--- config.mk ---
export PLATFORM = sky130hd
export DESIGN_NAME = microondas_controle
export DESIGN_NICKNAME = d
export VERILOG_FILES = /design/src/rtl/microondas_controle.sv
export SDC_FILE = /design/constraint.sdc
export NUM_CORES = 1
export LEC_CHECK = 0
export ABC_AREA = 1
export CAP_MARGIN = 20
export CORE_UTILIZATION = 40
export CTS_BUF_LIST = sky130_fd_sc_hd__clkbuf_8
export DETAILED_ROUTE_END_ITERATION = 10
export GPL_TIMING_DRIVEN = 1
export PLACE_DENSITY = 0.7
export SLEW_MARGIN = 20
export SYNTH_ARGS = -nofsm -noshare
export SYNTH_HDL_FRONTEND = slang
export SYNTH_SLANG_ARGS = --single-unit
--- constraint.sdc ---
create_clock -name clk -period 1.76 [get_ports clk]
set_input_delay 0.352 -clock clk [delete_from_list [all_inputs] [get_ports clk]]
set_output_delay 0.352 -clock clk [all_outputs]
set_load 0.02 [all_outputs]
--- src/rtl/microondas_controle.sv ---
// Microwave cook controller: mm:ss keypad entry, load/enable/clear of the external BCD countdown chain.
// Optional quick start (preset QUICK_TIME on start with no entry) is built when QUICK_START_EN is defined.
module microondas_controle #(
    parameter int          DONE_CYCLES = 3
`ifdef QUICK_START_EN
    ,
    parameter logic [15:0] QUICK_TIME  = 16'h0030
`endif
) (
    input  logic        clk,
    input  logic        clear,
    input  logic        key_valid,
    input  logic [3:0]  key_digit,
    input  logic        start,
    input  logic        stop_clear,
    input  logic        door_closed,
    input  logic        sec_tick,
    input  logic        timer_zero,
    output logic [15:0] load_time,
    output logic        timer_loadn,
    output logic        timer_en,
    output logic        timer_clearn,
    output logic        magnetron_on,
    output logic        done,
    output logic [2:0]  state
);

    localparam logic [2:0] ST_IDLE  = 3'd0;
    localparam logic [2:0] ST_SET   = 3'd1;
    localparam logic [2:0] ST_LOAD  = 3'd2;
    localparam logic [2:0] ST_COOK  = 3'd3;
    localparam logic [2:0] ST_PAUSE = 3'd4;
    localparam logic [2:0] ST_DONE  = 3'd5;

    localparam int            CW        = (DONE_CYCLES > 1) ? $clog2(DONE_CYCLES) : 1;
    localparam logic [CW-1:0] DONE_LAST = CW'(DONE_CYCLES - 1);

    logic [2:0]    state_reg, state_next;
    logic [15:0]   load_time_reg, load_time_next;
    logic          clearn_reg, clearn_next;
    logic [CW-1:0] done_cnt_reg, done_cnt_next;

    logic [3:0] nibble_gt5;
    logic       key_ok;
    logic       time_zero;
    logic       start_go;

    // Tens digits (s10, m10) may only receive a value 0..5 after the shift.
    genvar gi;
    generate
        for (gi = 0; gi < 4; gi++) begin : g_nibble
            assign nibble_gt5[gi] = (load_time_reg[4*gi +: 4] > 4'd5);
        end
    endgenerate

    assign key_ok    = key_valid & (key_digit <= 4'd9) & ~nibble_gt5[0] & ~nibble_gt5[2];
    assign time_zero = (load_time_reg == 16'h0000);
    assign start_go  = start & door_closed;

    always_comb begin
        state_next     = state_reg;
        load_time_next = load_time_reg;
        clearn_next    = 1'b1;
        done_cnt_next  = done_cnt_reg;
        case (state_reg)
            ST_IDLE, ST_SET: begin
                if (stop_clear) begin
                    load_time_next = 16'h0000;
                    state_next     = ST_IDLE;
                end else if (start_go && !time_zero) begin
                    state_next = ST_LOAD;
`ifdef QUICK_START_EN
                end else if (start_go) begin
                    load_time_next = QUICK_TIME;
                    state_next     = ST_LOAD;
`endif
                end else if (key_ok) begin
                    load_time_next = {load_time_reg[11:0], key_digit};
                    state_next     = ST_SET;
                end
            end
            ST_LOAD: begin
                state_next = ST_COOK;
            end
            ST_COOK: begin
                // Reaching 00:00 takes precedence over a simultaneous pause.
                if (timer_zero) begin
                    state_next    = ST_DONE;
                    done_cnt_next = '0;
                end else if (stop_clear || !door_closed) begin
                    state_next = ST_PAUSE;
                end
            end
            ST_PAUSE: begin
                if (stop_clear) begin
                    state_next     = ST_IDLE;
                    load_time_next = 16'h0000;
                    clearn_next    = 1'b0;
                end else if (start_go) begin
                    state_next = ST_COOK;
                end
            end
            ST_DONE: begin
                if (stop_clear || (done_cnt_reg == DONE_LAST)) begin
                    state_next     = ST_IDLE;
                    load_time_next = 16'h0000;
                    clearn_next    = 1'b0;
                end else begin
                    done_cnt_next = done_cnt_reg + 1'b1;
                end
            end
            default: begin
                state_next     = ST_IDLE;
                load_time_next = 16'h0000;
                clearn_next    = 1'b0;
            end
        endcase
    end

    always_ff @(posedge clk) begin
        if (clear) begin
            state_reg     <= ST_IDLE;
            load_time_reg <= 16'h0000;
            clearn_reg    <= 1'b0;
            done_cnt_reg  <= '0;
        end else begin
            state_reg     <= state_next;
            load_time_reg <= load_time_next;
            clearn_reg    <= clearn_next;
            done_cnt_reg  <= done_cnt_next;
        end
    end

    // Enable is combinational with the tick so the chain moves in the tick's own cycle.
    assign timer_en     = (state_reg == ST_COOK) & sec_tick & ~timer_zero;
    assign load_time    = load_time_reg;
    assign timer_loadn  = (state_reg != ST_LOAD);
    assign timer_clearn = clearn_reg;
    assign magnetron_on = (state_reg == ST_COOK);
    assign done         = (state_reg == ST_DONE);
    assign state        = state_reg;

endmodule

==> results <==
## worst paths after layout
check                                   from                         end  slack (ns)  cells after the start
setup / recovery                  stop_clear  load_time[12]$_SDFFE_PP0P_        0.08                      9
hold / removal    load_time[15]$_SDFFE_PP0P_  load_time[15]$_SDFFE_PP0P_        0.47                      2
setup reg to reg       state[0]$_SDFFE_PP0P_  load_time[12]$_SDFFE_PP0P_        0.20                     11
hold reg to reg   load_time[15]$_SDFFE_PP0P_  load_time[15]$_SDFFE_PP0P_        0.47                      2
## routing by layer
layer  share of wire  track usage
met1            0.45       0.2712
met2            0.48       0.3333
met3           0.044      0.02765
met4           0.020      0.08711
met5               0            0
## timing repair
| item | in CTS | in global routing |
|---|---|---|
| pin swaps | 0 | 1 |
| endpoints found under the setup margin | 5 | 9 |
| resized for setup | 5 | 5 |
| buffers inserted | 0 | 1 |
## power by group
| group | leakage [nW] | internal [mW] | total (mW) | switching [mW] |
|---|---|---|---|---|
| clock | 0.0288 | 0.200 | 0.373 | 0.173 |
| sequential | 0.180 | 0.589 | 0.673 | 0.0835 |
| combinational | 0.632 | 0.458 | 1.01 | 0.555 |
| total | 0.841 | 1.25 | 2.06 | 0.812 |
## final cells by class
class / count / area [um2] / area share
tap: 31 / 38.79 / 0.02194
timing repair buffer: 56 / 525.5 / 0.2972
inverter: 19 / 71.32 / 0.04034
sequential: 22 / 440.4 / 0.2491
clock buffer: 4 / 55.05 / 0.03114
multi-input combinational: 135 / 636.9 / 0.3602
## cells in the mapped netlist
library cell  number  area [um2]
nand2_1           51       191.4
nor2_1            35       131.4
dfxtp_1           22       440.4
a21oi_1           19       95.09
inv_1             16       60.06
nand3_1           13       65.06
o21ai_0            4       20.02
clkbuf_1           3       11.26
inv_2              3       11.26
buf_6              2       22.52
nand2_4            2       22.52
nand3_2            2       20.02
nor3_1             2       10.01
a211oi_1           1       7.510
a21oi_4            1       16.27
buf_2              1       5.000
ha_1               1       12.51
nand4_1            1       6.260
nor2_2             1       6.260
nor2_4             1       11.26
nor3_4             1       16.27
## kinds of logic after synthesis
kind of cell / Yosys count / synth area share
compound gates: 25 / 0.1175
flops: 22 / 0.3725
buf+inv: 25 / 0.09312
fa+ha+maj: 1 / 0.01058
simple gates: 109 / 0.4064
## per-stage QoR
step	cell area [um2]	hold slack (ns)	total power, mW
CTS	1759	0.4693	2.053
global placement	1710	0.4433	1.665
global route	1768	0.4933	2.193
detailed placement	1710	0.4517	1.685
floorplan	1185	0.4472	1.298
finish	1768	0.4684	2.059
## worst max-delay path, delay by kind of cell
family | cells | cell delay, ns
AND/OR/NAND/NOR | 7 | 0.89
buffers and inverters | 2 | 0.64
==> metrics <==
Max-slew headroom=0.7310; TritonRoute pass-1 iters=4; Post-Route Utilization=0.6356; vias per cell=4.831; Worst setup SP type=input port; largest net degree at the start of global routing=16; Arr. time, crit path=1.88 ns; Final Hold Violating Endpoints=0; final setup vio count=0; status=completed; Port Buffer Count=35; worst-skew pair later-pin latency=0.27 ns; htree depth=1; Ys Warns=0; clock buffer depth=2; Remaining DRCs=0; period utilization=0.9568; worst-margin pin slew=0.4031 ns; Setup Skew=0.003036 ns; crit end category=flip-flop; Setup CP Type=in2reg; Max Fclk=0.5939 GHz; Max Cap Viol=0; Die Wd=56.37 um; clock-pin transition on the worst setup and hold timing paths=0.08 ns; Post-Syn Area per Cell=6.497 um2; clock net sink count=22; Synth-to-Final Area Change=49.52%; Final nets=250; CTS Hold Buffers Added=0; post-synthesis sequential area ratio=0.3725; number of antenna repair diodes=0; Total Wirelength=3075 um; vias in the first global route=1212; Placed Instances=262; global route overflow=0; gr usage total=0.2047; Synth Instances=182; antenna violations before repair=0; Mapped Nets=195; commonest non-fill, non-tap cell in the layout=nand2_1; CTS tree=yes; Peak VDD IR=819.5 uV; critical path's largest stage delay=0.56 ns; DP Wirelength=2396 um; LEAKAGE=0.8415 nW; Final min period=1.684 ns; most frequent cells in the layout=nand2_1 (51), nor2_1 (33), clkdlybuf4s50_1 (29); min-delay worst type=reg2reg; site row count=19; Mapped Area=0.001182 mm2; Slowest-stage cell, CP=clkdlybuf4s50_1; CTS buffer count=3; share of cells above drive strength 1=0.1653; Root Driver=clkbuf_8; power density over the cells=1164 mW/mm2; Setup TNS Final=0 ns; via count=1290; fin cells=267; RePlAce Congestion=0.8164; number of fillers in the final layout=248; Wirelength per Cell=11.52 um; initial core utilization=0.4251; Core Region=0.002781 mm2; number of flip-flops in the largest register=16; Antenna Nets Post-Route=0; Top Ports=36; PnR worst setup slack=0.07611 ns; Final Max Tran Viols=0; Distinct cells, synth=21; DIE HEIGHT=56.37 um; full die area=0.003178 mm2; FF+latch count, synth=22; WP data required=1.96 ns; first-pass GRT wire length=5119 um; Crit Path Max Fanout=15; crit path cell chain=clkdlybuf4s50_1, inv_1, nand4_1, nand3_2, nor2_4, nand2_4, nand2_1, nand2_1, nor2_1; crit-path most repeated cell=nand2_1; initial drt markers=30; pre-CTS setup slack=-0.2263 ns
No activity file was read; power rests on OpenSTA's default activity.
